==> src/rtl/mul_controller.sv <==
// Control FSM for the repeated-addition multiplier: operand handshake, load/clear/
// accumulate/decrement strobes, DONE hold until ack, and an LdP pulse counter.
module mul_controller #(
  parameter int CNT_W = 16
) (
  input  logic             clk,
  input  logic             rst_n,
  input  logic             start,
  input  logic             abort,
  input  logic             in_valid,
  output logic             in_ready,
  input  logic             eqz,
  input  logic             ack,
  output logic             LdA,
  output logic             LdB,
  output logic             clrP,
  output logic             LdP,
  output logic             decB,
  output logic             busy,
  output logic             done,
  output logic [CNT_W-1:0] iter_cnt
);

  typedef enum logic [2:0] {
    S_IDLE   = 3'd0,
    S_LOAD_A = 3'd1,
    S_LOAD_B = 3'd2,
    S_ADD    = 3'd3,
    S_DONE   = 3'd4
  } state_t;

  state_t           state_q, state_d;
  logic [CNT_W-1:0] cnt_q, cnt_d;

  always_ff @(posedge clk or negedge rst_n) begin
    if (!rst_n) begin
      state_q <= S_IDLE;
      cnt_q   <= '0;
    end else begin
      state_q <= state_d;
      cnt_q   <= cnt_d;
    end
  end

  always_comb begin
    state_d = state_q;
    LdA     = 1'b0;
    LdB     = 1'b0;
    clrP    = 1'b0;
    LdP     = 1'b0;
    decB    = 1'b0;
    case (state_q)
      S_IDLE: begin
        if (start) state_d = S_LOAD_A;
      end
      S_LOAD_A: begin
        if (in_valid) begin
          LdA     = 1'b1;
          state_d = S_LOAD_B;
        end
      end
      S_LOAD_B: begin
        if (in_valid) begin
          LdB     = 1'b1;
          clrP    = 1'b1;
          state_d = S_ADD;
        end
      end
      S_ADD: begin
        if (eqz) begin
          state_d = S_DONE;
        end else begin
          LdP  = 1'b1;
          decB = 1'b1;
        end
      end
      S_DONE: begin
        if (ack) state_d = start ? S_LOAD_A : S_IDLE;
      end
      default: state_d = S_IDLE;
    endcase
    // abort overrides everything, including strobes already decoded this cycle
    if (abort) begin
      state_d = S_IDLE;
      LdA     = 1'b0;
      LdB     = 1'b0;
      clrP    = 1'b0;
      LdP     = 1'b0;
      decB    = 1'b0;
    end
  end

  always_comb begin
    cnt_d = cnt_q;
    if (clrP)     cnt_d = '0;
    else if (LdP) cnt_d = cnt_q + 1'b1;
  end

  assign in_ready = (state_q == S_LOAD_A) || (state_q == S_LOAD_B);
  assign busy     = (state_q == S_LOAD_A) || (state_q == S_LOAD_B) || (state_q == S_ADD);
  assign done     = (state_q == S_DONE);
  assign iter_cnt = cnt_q;

endmodule

==> config.mk <==
export PLATFORM = sky130hd
export DESIGN_NAME = mul_controller
export DESIGN_NICKNAME = d
export VERILOG_FILES = /design/src/rtl/mul_controller.sv
export SDC_FILE = /design/constraint.sdc
export NUM_CORES = 1
export LEC_CHECK = 0
export BUFFER_PORTS_ARGS = -buffer_cell sky130_fd_sc_hd__buf_2
export CAP_MARGIN = 0
export CORE_MARGIN = 2
export CORE_UTILIZATION = 45
export DETAILED_ROUTE_END_ITERATION = 16
export GPL_TIMING_DRIVEN = 0
export PLACE_DENSITY = 0.74
export SLEW_MARGIN = 20
export SYNTH_ARGS = -nofsm -noshare
export SYNTH_HDL_FRONTEND = slang
export SYNTH_SLANG_ARGS = --single-unit
==> constraint.sdc <==
create_clock -name clk -period 2.7 [get_ports clk]
set_clock_uncertainty 0.15 [all_clocks]
set_input_delay 0.675 -clock clk [delete_from_list [all_inputs] [get_ports clk]]
set_output_delay 0.675 -clock clk [all_outputs]
set_load 0.05 [all_outputs]
==> impl_results.md <==
- Endpoints failing setup: 0
- Cell types occupying the most area after synthesis: sky130_fd_sc_hd__dfrtp_1 45%, sky130_fd_sc_hd__or3_1 5.3%, sky130_fd_sc_hd__a21oi_1 5.2%, sky130_fd_sc_hd__nor2_1 3.9%, sky130_fd_sc_hd__nand3_1 3.8%
- Average wire per standard cell: 13.2 um
- Die Footprint: 2750 um2
- Number of standard cells in the layout, taps in and fillers out: 185
- Yosys Warn Count: 0
- Capture instance of the worst register-to-register path: iter_cnt[10]$_DFFE_PN0P_
- Number of flops mapped to enable cells by yosys: 0
- Final worst path period need: 2.66 ns
- Ports placed on the boundary: 31
- Power Density: 472 nW/um2
- Share of synthesized flip-flops with an asynchronous set or reset: 100%
- Count of maximum capacitance violations: 0
- Count of placed standard cells including taps: 177
- Worst supply voltage drop on vdd: 386 uV
- Global routing usage summed across all routing layers: 20.3%
- End of the critical path: clrP
- Cell repeated most along the worst path: sky130_fd_sc_hd__buf_6
- Number of antenna violations at the first check in global routing: 0
- Post-route design area: 1350 um2
- Number of buffers between clock root and the deepest sink: 2
- Clock latency of the later-clocked register in the worst-skew pair: 0.30 ns
- Total clock sinks: 19
- Arrival time at the worst endpoint: 1.84 ns
- Portion of the post-synthesis area used by sequential elements: 45.1%
- Top FF cell, synth: sky130_fd_sc_hd__dfrtp_1
- Required arrival time at the worst endpoint: 1.88 ns
- Global-route wire length before repair: 4110 um
- Total wire length after detailed routing: 2450 um
- Antenna Cells: 0
- Maximum number of pins on one net before global-route repair: 20
- Vias: 1044
- Depth of the CTS H-tree: 1
- Worst path cell trace: buf_6, or2_1, buf_6, or3_4, inv_8, buf_6, buf_8
- Horizontal die dimension: 52.4 um
- Number of cells produced by synthesis: 119
- Die Height: 52.4 um
- Dominant cell by count in the synthesized netlist: sky130_fd_sc_hd__dfrtp_1
- Post-synthesis sequential element count: 19
- Kind of critical path: in -> out
- Rows: 17
- DPL Wire Length: 1760 um
- Netlist area before placement: 1050 um2
- Starting DRT DRC Count: 19
- Hold violation count in the final report: 0
- Post-Synthesis Mean Instance Area: 8.86 um2
- P_leak: 0.671 nW
- Net count after synthesis: 127
- Upper clock frequency limit: 376 MHz
- Avg Vias per Cell: 5.64
- Portion of the clock cycle consumed by the worst path in the final layout: 98.6%
- Number of cells on the worst reg-to-reg path: 7
- Status: completed
- Origin of the critical flop-to-flop path: state_q[2]$_DFFE_PN0P_
- Placeable core region: 2210 um2
- Most instantiated cells after synthesis: 19 x sky130_fd_sc_hd__dfrtp_1, 11 x sky130_fd_sc_hd__a21oi_1, 11 x sky130_fd_sc_hd__nor2_1, 9 x sky130_fd_sc_hd__nand2_1, 9 x sky130_fd_sc_hd__or3_1
- Via count of the first global-routing pass: 977
- Standard cell with the maximum stage delay on the critical path: sky130_fd_sc_hd__or3_4
- Crit path from: abort
- Clock tree from TritonCTS: built
- Largest fanout of any net on the critical path: 5
- DRT antenna net count: 0
- Final net count: 166
- Top cell type's share of synthesized area: 45.1%
- Total gr overflow: 0
- Biggest cell delay along the critical path: 0.41 ns
- Effective utilization at floorplan: 47.7%
- Number of max-slew violations in the final report: 0
- Internal reg-to-reg setup slack: 0.48 ns
- Hold buffers post-CTS: 0
- Number of different library cells in the post-synthesis netlist: 29
- Buffers added on ports: 30
- Total negative setup slack: 0 ns
- Area grow syn2layout: 27.6%
- DR DRC count: 0
- Number of fillers in the final layout: 213
- CTS Buf Count: 3
- Classification of the worst-slack hold path: in -> async
- Cell type with the largest total area after synthesis: sky130_fd_sc_hd__dfrtp_1
- Cell at the root of the clock tree: sky130_fd_sc_hd__clkbuf_4
- Post-layout power: 0.000636 W
- Share of post-route cells with drive strength above 1: 31.2%
- Worst setup timing slack at the placement stage: -0.418 ns
- Least-Margin Pin Slew: 0.430 ns
- Category of the worst setup path capture point: output pin
- Nature of the critical path startpoint: input pin
- Reg clk slew, reported paths: 0.12 ns
- Final worst slack: 0.0379 ns
- Relative max-transition margin: 71.3%
- Cell area reported after detailed placement: 1250 um2
- Number of iterations in the first detailed-routing pass: 4
- Last weighted congestion value of the routability-driven placer: 0.711
==> worst max-delay path, delay by kind of cell <==
family	cells	cell delay (ns)
buffers and inverters	5	0.53
AND/OR/NAND/NOR	2	0.64
==> cell families after synthesis <==
group | share of synthesized area [%]
simple gates | 30.0
compound gates | 13.0
flops | 45.1
buf+inv | 5.69
xor+xnor | 4.98
fa+ha+maj | 1.19
==> layer usage <==
metal	up-vias	track usage, %	part of all wire (%)	wire length (um)
met5	-	0	0	0
met4	0	6.84	0.45	11
met3	2	3.43	4.2	103
met2	23	36.7	54	1330
met1	515	23.9	41	1000
li1	504	-	-	-
==> metrics by stage <==
| stage | utilization (%) | hold slack (ns) |
|---|---|---|
| after floorplan | - | 0.229 |
| after global placement | 56.4 | 0.389 |
| after detailed placement | 56.4 | 0.410 |
| after CTS | 59.2 | 0.152 |
| after global routing | 60.9 | 0.155 |
| final | 60.9 | 0.140 |
==> final cells by class <==
cell class	instances	area [um2]	share of cell area, %
Buffer	5	46.3	3.44
Multi-Input combinational cell	90	529	39.3
Inverter	3	18.8	1.39
Timing Repair Buffer	36	214	15.9
Clock buffer	3	22.5	1.67
Clock inverter	1	5.00	0.372
Sequential cell	19	475	35.3
Tap cell	28	35.0	2.60
==> report_power, final <==
part | internal [W] | switching [W]
clock | 0.0000552 | 0.0000923
sequential | 0.000300 | 0.0000243
combinational | 0.0000458 | 0.000118
==> state kept, by name (all words and copies together) (netlist names) <==
| register | cells |
|---|---|
| state_q | 3 |
| iter_cnt | 16 |
==> how the worst min path moves through the flow <==
stage	end	slack (ns)	cells after the start
after floorplan	iter_cnt[0]$_DFFE_PN0P_	0.23	0
after global placement	iter_cnt[15]$_DFFE_PN0P_	0.39	2
after detailed placement	iter_cnt[15]$_DFFE_PN0P_	0.41	2
after CTS	iter_cnt[11]$_DFFE_PN0P_	0.15	1
after global routing	iter_cnt[11]$_DFFE_PN0P_	0.15	1
final	iter_cnt[11]$_DFFE_PN0P_	0.14	1
==> cell usage in the layout, fill, tap and decap left out, types with 2 or more instances in the layout <==
cell and n:
sky130_fd_sc_hd__buf_2 27, sky130_fd_sc_hd__dfrtp_1 19, sky130_fd_sc_hd__nor2_1 11, sky130_fd_sc_hd__a21oi_1 11, sky130_fd_sc_hd__nand2_1 9, sky130_fd_sc_hd__nand3_1 8, sky130_fd_sc_hd__or3_1 8, sky130_fd_sc_hd__buf_4 8
sky130_fd_sc_hd__o21ai_0 6, sky130_fd_sc_hd__xnor2_1 4, sky130_fd_sc_hd__buf_6 4, sky130_fd_sc_hd__nand4_1 4, sky130_fd_sc_hd__o21ai_1 4, sky130_fd_sc_hd__and2_1 3, sky130_fd_sc_hd__and4_1 3, sky130_fd_sc_hd__nor3_1 3
sky130_fd_sc_hd__clkbuf_4 3, sky130_fd_sc_hd__inv_1 2, sky130_fd_sc_hd__xor2_1 2, sky130_fd_sc_hd__nand2b_1 2, sky130_fd_sc_hd__o21a_1 2
==> repair_timing <==
item	4_1_cts	5_1_grt
gates resized for setup	8	4
setup buffers	3	3
gates cloned	0	0
setup endpoints to repair	3	1
pin swaps	1	2
Note: power is estimated with default switching activity, not from simulation.
